===== config.mk =====
export PLATFORM = sky130hd
export DESIGN_NAME = sdram_rd_arbiter
export DESIGN_NICKNAME = d
export VERILOG_FILES = /design/src/rtl/sdram_rd_arbiter.sv
export SDC_FILE = /design/constraint.sdc
export NUM_CORES = 1
export LEC_CHECK = 0
export CAP_MARGIN = 30
export CORE_UTILIZATION = 36
export DETAILED_ROUTE_END_ITERATION = 10
export GPL_TIMING_DRIVEN = 0
export PLACE_DENSITY = 0.77
export SYNTH_ARGS = -nofsm -noshare
export SYNTH_HDL_FRONTEND = slang
export SYNTH_SLANG_ARGS = --single-unit

===== constraint.sdc =====
create_clock -name clk -period 2.3 [get_ports clk]
set_clock_uncertainty 0.05 [all_clocks]
set_input_delay 0.69 -clock clk [delete_from_list [all_inputs] [get_ports clk]]
set_output_delay 0.69 -clock clk [all_outputs]
set_load 0.05 [all_outputs]

===== src/rtl/sdram_rd_arbiter.sv =====
// Read-only SDRAM port arbiter: three level-held ROM requesters share one SDRAM read port.
// Optional ARB_ROUND_ROBIN_EN selects round-robin arbitration instead of fixed c0 > c1 > c2.
module sdram_rd_arbiter #(
    parameter int AW = 23,
    parameter int DW = 16
) (
    input  logic          clk,
    input  logic          reset,
    input  logic          c0_req,
    input  logic          c1_req,
    input  logic          c2_req,
    input  logic [AW-1:0] c0_addr,
    input  logic [AW-1:0] c1_addr,
    input  logic [AW-1:0] c2_addr,
    output logic          c0_valid,
    output logic          c1_valid,
    output logic          c2_valid,
    output logic [DW-1:0] c_data,
    output logic          sdr_req,
    output logic [AW-1:0] sdr_addr,
    input  logic [DW-1:0] sdr_data,
    input  logic          sdr_valid
);

    typedef enum logic [1:0] {
        IDLE   = 2'd0,
        BUSY   = 2'd1,
        RETIRE = 2'd2
    } state_t;

    state_t        state_r;
    state_t        state_s;
    logic [1:0]    gnt_r;
    logic [1:0]    gnt_s;
    logic [1:0]    winner_s;
    logic [2:0]    req_s;
    logic [2:0]    valid_r;
    logic [2:0]    valid_s;
    logic          sdr_req_r;
    logic          sdr_req_s;
    logic [AW-1:0] sdr_addr_r;
    logic [AW-1:0] sdr_addr_s;
    logic [AW-1:0] win_addr_s;
    logic [DW-1:0] c_data_r;
    logic [DW-1:0] c_data_s;

    // Returns the first requesting client in search order p0, p1, p2.
    function automatic logic [1:0] first_req(input logic [2:0] req,
                                             input logic [1:0] p0,
                                             input logic [1:0] p1,
                                             input logic [1:0] p2);
        logic [1:0] w;
        if (req[p0]) begin
            w = p0;
        end else if (req[p1]) begin
            w = p1;
        end else begin
            w = p2;
        end
        return w;
    endfunction

    assign req_s = {c2_req, c1_req, c0_req};

`ifdef ARB_ROUND_ROBIN_EN
    logic [1:0] rr_r;
    logic [1:0] rr_s;

    // Round-robin winner: search starts just after the last-served client.
    always_comb begin
        case (rr_r)
            2'd0:    winner_s = first_req(req_s, 2'd1, 2'd2, 2'd0);
            2'd1:    winner_s = first_req(req_s, 2'd2, 2'd0, 2'd1);
            default: winner_s = first_req(req_s, 2'd0, 2'd1, 2'd2);
        endcase
    end
`else
    // Fixed-priority winner: c0 over c1 over c2.
    always_comb begin
        winner_s = first_req(req_s, 2'd0, 2'd1, 2'd2);
    end
`endif

    // Address of the arbitration winner.
    always_comb begin
        case (winner_s)
            2'd0:    win_addr_s = c0_addr;
            2'd1:    win_addr_s = c1_addr;
            2'd2:    win_addr_s = c2_addr;
            default: win_addr_s = {AW{1'b0}};
        endcase
    end

    // Next-state and next-output logic for the grant/transfer/retire sequence.
    always_comb begin
        state_s    = state_r;
        gnt_s      = gnt_r;
        sdr_req_s  = sdr_req_r;
        sdr_addr_s = sdr_addr_r;
        c_data_s   = c_data_r;
        valid_s    = valid_r;
`ifdef ARB_ROUND_ROBIN_EN
        rr_s       = rr_r;
`endif
        case (state_r)
            IDLE: begin
                valid_s = 3'b000;
                // sdr_valid is deliberately not looked at here: stray pulses are dropped.
                if (|req_s) begin
                    gnt_s      = winner_s;
                    sdr_addr_s = win_addr_s;
                    sdr_req_s  = 1'b1;
                    state_s    = BUSY;
`ifdef ARB_ROUND_ROBIN_EN
                    rr_s       = winner_s;
`endif
                end else begin
                    state_s = IDLE;
                end
            end
            BUSY: begin
                if (sdr_valid) begin
                    sdr_req_s = 1'b0;
                    c_data_s  = sdr_data;
                    case (gnt_r)
                        2'd0:    valid_s = 3'b001;
                        2'd1:    valid_s = 3'b010;
                        2'd2:    valid_s = 3'b100;
                        default: valid_s = 3'b000;
                    endcase
                    state_s = RETIRE;
                end else begin
                    state_s = BUSY;
                end
            end
            RETIRE: begin
                valid_s = 3'b000;
                state_s = IDLE;
            end
            default: begin
                valid_s   = 3'b000;
                sdr_req_s = 1'b0;
                state_s   = IDLE;
            end
        endcase
    end

    // State and output registers with synchronous reset.
    always_ff @(posedge clk) begin
        if (reset) begin
            state_r    <= IDLE;
            gnt_r      <= 2'd0;
            sdr_req_r  <= 1'b0;
            sdr_addr_r <= {AW{1'b0}};
            c_data_r   <= {DW{1'b0}};
            valid_r    <= 3'b000;
`ifdef ARB_ROUND_ROBIN_EN
            rr_r       <= 2'd0;
`endif
        end else begin
            state_r    <= state_s;
            gnt_r      <= gnt_s;
            sdr_req_r  <= sdr_req_s;
            sdr_addr_r <= sdr_addr_s;
            c_data_r   <= c_data_s;
            valid_r    <= valid_s;
`ifdef ARB_ROUND_ROBIN_EN
            rr_r       <= rr_s;
`endif
        end
    end

    assign sdr_req  = sdr_req_r;
    assign sdr_addr = sdr_addr_r;
    assign c_data   = c_data_r;
    assign c0_valid = valid_r[0];
    assign c1_valid = valid_r[1];
    assign c2_valid = valid_r[2];

endmodule


==> impl_metrics.csv, run 1 <==
group,metric,value,unit
floorplanning,initial_utilization,37.35,%
power,leakagePower,1.412,nW
synthesis,synth_compound_area_share,21.95,%
hold_path,min-delay-start,"c_data[6]",
critical_path,crit_type,"register to output port",
placed_design,hpwl,4.797,mm
critical_path,startpoint,"sdr_addr[1]",
clock_network,htree_levels,2,
final_layout,synthToLayoutAreaGrowth,72.55,%
power,power.total,2.083,mW
clock_network,cts_resized,0,
synthesis,seq_area_frac_synth,45.47,%
power,p_sw_share,32.57,%
synthesis,ys_top_cells_by_count,"59 x nand2_1, 47 x dfxtp_1, 25 x o21ai_0",
global_route,grt_pass1_vias,2145,
floorplanning,die_x,77.82,um
timing,max_freq,448.0,MHz
timing,drv_slew,0,
floorplanning,die_y,77.82,um
routing,drt-vias-per-instance,4.823,
critical_path,slowest_stage,"clkdlybuf4s50_1",
routing,post_drt_wl_per_cell,13.16,um
synthesis,synth_adder_area_share,0,%
power,combPwrFrac,32.7,%
routing,num_vias,2185,
floorplanning,row_count,27,
final_layout,drive_gt1_share,5.512,%
routing,final_antenna_net_count,0,
clock_network,ctsHoldBuffers,0,
critical_path,crit_chain,"clkdlybuf4s50_1",
final_layout,final_cells,453,
global_route,grt_max_degree,16,
synthesis,synth.top_cells.by_area,"dfxtp_1 45%, mux2i_1 11%, nand2_1 11%",
placed_design,portBuffers,132,
clock_network,cts.sinks,47,
synthesis,yosys.area_share.simple,15.90,%
critical_path,critical-path-top-delay-family,"buffers and inverters",
routing,drtPass1Iterations,4,
final_layout,stdcell_area,3571,um2
synthesis,ys_warn_count,0,
synthesis,synth_largest_area_cell,"dfxtp_1",
clock_network,worst_skew_pair.late_latency,0.29,ns
critical_path,critPathBufInv,1,
timing,grt_setup_unrepaired,"no",
placed_design,finalWeightedCongestion,0.7483,
synthesis,synth_top_family_by_area,"compound AO/OA/AOI/OAI gates",
clock_network,post_cts_buffers,0,
final_layout,layout.nets,471,
power,power.density,583.4,nW/um2
hold_path,hold_path.class,"register to register",
floorplanning,core-area,5540,um2
critical_path,r2r_start,"state_r[0]",
power,netSwitchingPower,0.6784,mW
synthesis,synthArstFlopShare,0,%
synthesis,synth_ff_type,"dfxtp_1",
synthesis,synth_top_area_share,45.47,%
clock_network,path_clk_slew,0.09,ns
timing,timing.slew.headroom,63.88,%
critical_path,cp-start-kind,"register",
timing,fin_crit,2.232,ns
synthesis,synth_seq_cells,47,
timing,setup_viol,0,
critical_path,cp-end-kind,"output port",
routing,drt_wl_total,5.961,mm
placed_design,place_area,3481,um2
synthesis,syn_area,2069,um2
power,p_seq_share,43.8,%
floorplanning,pin_count,134,
timing,hold_viol_final,0,
run_status,status,"finished, final reports clean",
clock_network,root_buffer,"clkbuf_8",
final_layout,n_antenna_cell,0,
synthesis,synth_area_per_cell,8.587,um2
global_route,grtUsageTotal,19.70,%
global_route,antenna_found_initial,0,
critical_path,critical_path_arrival,1.49,ns
synthesis,synth_cells,241,
flow_run,drv_cap,0,
power,clock_power_share,23.5,%
synthesis,synth-edff-count,0,
synthesis,yosysUniqueCellTypes,22,
power,intPower,1.405,mW
synthesis,yosysMostFrequentCell,"nand2_1",
synthesis,synthMuxAreaShare,11.12,%
timing,max_slew.worst_pin.slew,0.5401,ns
global_route,grt_pass1_wl,9.473,mm
clock_network,clockBufferDepth,2,
critical_path,critPathMaxStageDelay,0.84,ns
synthesis,synth_fp_nets,332,
clock_network,numCtsBuffers,5,
routing,drc_errors,0,
timing,fin_crit_sh,97.06,%
power,ir_drop,299.1,uV
global_route,overflow,0,
synthesis,synthXorXnorAreaFrac,0,%
placed_design,dp.cells,445,
floorplanning,die-area,6056,um2
critical_path,cp_max_fo,2,
critical_path,crit_required,1.56,ns
routing,first_iter_violations,107,
clock_network,cts_tree,"yes",
-- cells by family (layout without fill, tap and decap cells) --
| family | Yosys count | count (layout) |
|---|---|---|
| AO/OA/AOI/OAI | 72 | 72 |
| buffers and inverters | 21 | 161 |
| flip-flops | 47 | 47 |
| multiplexers | 23 | 23 |
| AND/OR/NAND/NOR | 78 | 78 |
-- final cells by class --
type | count | area (um2)
fill | 502 | 1969
inverter | 3 | 11.26
sequential | 47 | 940.9
tap | 72 | 90.09
timing repair buffer | 132 | 1321
multi-input combinational | 173 | 1013
buffer | 18 | 105.1
clock buffer | 5 | 68.82
clock inverter | 3 | 20.02
-- worst reg2reg max path, stage by stage (launching register included) --
cell	delay (ns)
dfxtp_1	0.37
nor2_1	0.33
a21oi_2	0.15
buf_2	0.22
a22o_1	0.25
-- per-layer routing --
layer	track usage, %	vias to the layer above	wire (um)
met2	35.04	98	2930
met5	0	-	0
met1	21.09	966	2339
met4	6.981	0	91
li1	-	1113	-
met3	7.529	8	599
-- placed cells by master, fill, tap and decap left out, types with 3 or more instances in the layout --
| cell type | n |
|---|---|
| a21oi_1 | 22 |
| a22o_1 | 23 |
| buf_2 | 5 |
| buf_6 | 4 |
| clkbuf_1 | 7 |
| clkbuf_8 | 5 |
| clkdlybuf4s50_1 | 132 |
| dfxtp_1 | 47 |
| inv_1 | 3 |
| mux2i_1 | 23 |
| nand2_1 | 59 |
| nand3b_1 | 3 |
| nor2_1 | 8 |
| o21ai_0 | 25 |
-- worst paths after layout --
path	endpoint	slack, ns	cells after the start
setup / recovery	sdr_addr[1]	0.07	1
hold / removal	c_data[6]	0.41	2
setup reg to reg	sdr_addr[9]	0.83	4
hold reg to reg	c_data[6]	0.41	2
-- flip-flops by register name, summed over array words and instances, names as in the netlist --
signal    cells
sdr_addr     23
gnt_r         2
sdr_req       1
valid_r       3
c_data       16
state_r       2
-- power by group through the flow --
| stage | combinational (mW) | sequential [mW] | clock (mW) |
|---|---|---|---|
| final | 0.681 | 0.912 | 0.489 |
| after global routing | 0.724 | 0.920 | 0.538 |
| after CTS | 0.687 | 0.912 | 0.508 |
| after detailed placement | 0.686 | 0.930 | 0 |
| after global placement | 0.678 | 0.927 | 0 |
| after floorplan | 0.182 | 1.12 | 0 |
-- through the flow --
stage | hold WS, ns | setup TNS [ns] | worst slack (ns) | utilization, %
2_1_floorplan | 0.4261 | 0 | 0.3712 | -
4_1_cts | 0.4115 | 0 | 0.009671 | 64.43
3_3_place_gp | 0.3910 | -2.988 | -0.2855 | 62.83
6_report | 0.4075 | 0 | 0.06770 | 64.45
5_1_grt | 0.4303 | 0 | 0.01815 | 64.45
3_5_place_dp | 0.3986 | -3.560 | -0.3150 | 62.83
Power figures use the tool's default switching activity.
==> inputs of run 2 (changes only) <==
--- a/config.mk
+++ b/config.mk
@@ -6,10 +6,11 @@
 export NUM_CORES = 1
 export LEC_CHECK = 0
 export CAP_MARGIN = 30
-export CORE_UTILIZATION = 36
+export CORE_UTILIZATION = 60
 export DETAILED_ROUTE_END_ITERATION = 10
+export DONT_BUFFER_PORTS = 1
 export GPL_TIMING_DRIVEN = 0
-export PLACE_DENSITY = 0.77
+export PLACE_DENSITY = 0.73
 export SYNTH_ARGS = -nofsm -noshare
 export SYNTH_HDL_FRONTEND = slang
 export SYNTH_SLANG_ARGS = --single-unit
==> run 2 against run 1 <==
Largest cell class is now multi-input combinational cells. First-iteration DRC count down 42%. Maximum frequency rose by 25%. Worst setup slack better by 0.44 ns. Clock-buffer cell count is 1 higher. Utilization rose by 5.7 points. Critical endpoint is now sdr_addr[0]. Sequential share of layout area rose by 16 points. Register-to-register slack got worse by 0.02 ns. Wire length fell by 19%. Critical path type unchanged. Die area decreased by 39%. Non-clock buffer count shrank 132. Via count shrank 20%.
==> impl_metrics.csv, run 2 (synthesis results as in run 1) <==
group,metric,value,unit
run_status,status,"finished, final reports clean",
critical_path,cp-start-kind,"register",
power,power.density,831.4,nW/um2
final_layout,largest_reg_flops,23,
routing,drc_errors,0,
clock_network,cts_tree,"yes",
timing,setup_slack,0.5086,ns
routing,post_drt_wl_per_cell,16.52,um
critical_path,critical_path_arrival,1.05,ns
flow_run,drv_cap,0,
placed_design,finalWeightedCongestion,0.8446,
final_layout,nFillCells,265,
placed_design,hpwl,3.777,mm
routing,num_vias,1738,
clock_network,clockBufferDepth,2,
timing,grt_setup_unrepaired,"no",
routing,drtPass1Iterations,4,
hold_path,worstHoldPathCells,2,
timing,setup_tns,0,ns
global_route,grt_max_degree,15,
floorplanning,row_count,20,
hold_path,hold_path.class,"input pin to register",
floorplanning,die-area,3688,um2
placed_design,dp.cells,285,
timing,whs,0.4042,ns
floorplanning,die_x,60.73,um
clock_network,worst_skew_pair.late_latency,0.35,ns
clock_network,htree_levels,2,
clock_network,root_buffer,"clkbuf_4",
timing,fin_crit,1.791,ns
timing,max_freq,558.2,MHz
routing,drt-vias-per-instance,5.932,
final_layout,synthToLayoutAreaGrowth,6.832,%
timing,timing.slew.headroom,62.66,%
clock_network,post_cts_buffers,0,
power,leakagePower,0.9178,nW
critical_path,crit_required,1.56,ns
global_route,overflow,0,
final_layout,layout.nets,339,
timing,fin_crit_sh,77.89,%
critical_path,crit_type,"register to output port",
routing,first_iter_violations,62,
timing,hold_viol_final,0,
timing,drv_slew,0,
clock_network,cts_resized,0,
floorplanning,core-area,3153,um2
floorplanning,die_y,60.73,um
final_layout,n_antenna_cell,0,
placed_design,pre_cts_ws,0.3047,ns
final_layout,final_cell_mix,"59 x nand2_1, 47 x dfxtp_1, 25 x o21ai_0, 23 x mux2i_1, 23 x a22o_1",
power,power.total,1.838,mW
final_layout,regArea,940.9,um2
floorplanning,pin_count,134,
clock_network,numCtsBuffers,5,
routing,drt_wl_total,4.841,mm
final_layout,final_common_cell,"nand2_1",
final_layout,final_cells,293,
timing,max_slew.worst_pin.slew,0.5593,ns
clock_network,cts.sinks,47,
power,ir_drop,421.3,uV
global_route,grtUsageTotal,26.31,%
critical_path,cp-end-kind,"output port",
global_route,grt_pass1_vias,1497,
global_route,antenna_found_initial,0,
clock_network,path_clk_slew,0.13,ns
final_layout,drive_gt1_share,8.032,%
critical_path,path_depth,0,
clock_network,ctsHoldBuffers,0,
global_route,grt_pass1_wl,6.927,mm
floorplanning,initial_utilization,65.63,%
timing,setup_viol,0,
final_layout,multiInputGateArea,1013,um2
critical_path,worstRegToRegCells,4,
critical_path,cp_max_fo,2,
placed_design,portBuffers,0,
routing,final_antenna_net_count,0,
run 2: cell types whose count changed in the layout (fill, tap and decap cells not counted):
cell             before  now
bufinv_16             0    1
clkbuf_4              0    5
clkbuf_8              5    1
clkbuf_1              7    8
clkdlybuf4s50_1     132    0
clkbuf_2              1    0
clkinvlp_4            2    0
run 2: layout make-up:
class / instances / area share, %
Multi-Input combinational cell: 173 / 45.84
Tap cell: 44 / 2.490
Sequential cell: 47 / 42.56
Buffer: 18 / 4.697
Inverter: 3 / 0.5093
Clock buffer: 6 / 2.320
Clock inverter: 2 / 1.585
run 2: metrics by stage:
stage | instance area, um2 | util, %
5_1_grt | 2211 | 70.12
2_1_floorplan | 2069 | -
3_5_place_dp | 2125 | 67.38
3_3_place_gp | 2125 | 67.38
4_1_cts | 2211 | 70.12
6_report | 2211 | 70.12
run 2: power breakdown:
group          total [mW]  switching [mW]  internal (mW)
logic               0.219           0.118          0.101
registers            1.12           0.242          0.875
clock network       0.503           0.246          0.257
total                1.84           0.605           1.23
run 2: layer usage:
layer / vias to the layer above / GRT usage (%) / part of all wire (%)
met5: - / 0 / 0
met4: 0 / 9.740 / 1.6
met3: 7 / 9.808 / 9.8
met2: 99 / 46.00 / 50
met1: 784 / 29.16 / 38
li1: 848 / - / -
run 2: path summary, 6_finish.rpt:
check               from           end  slack [ns]
max          sdr_addr[0]   sdr_addr[0]        0.51
min          sdr_data[9]     c_data[9]        0.40
max reg2reg   state_r[1]  sdr_addr[17]        0.81
min reg2reg     gnt_r[0]      gnt_r[0]        0.49
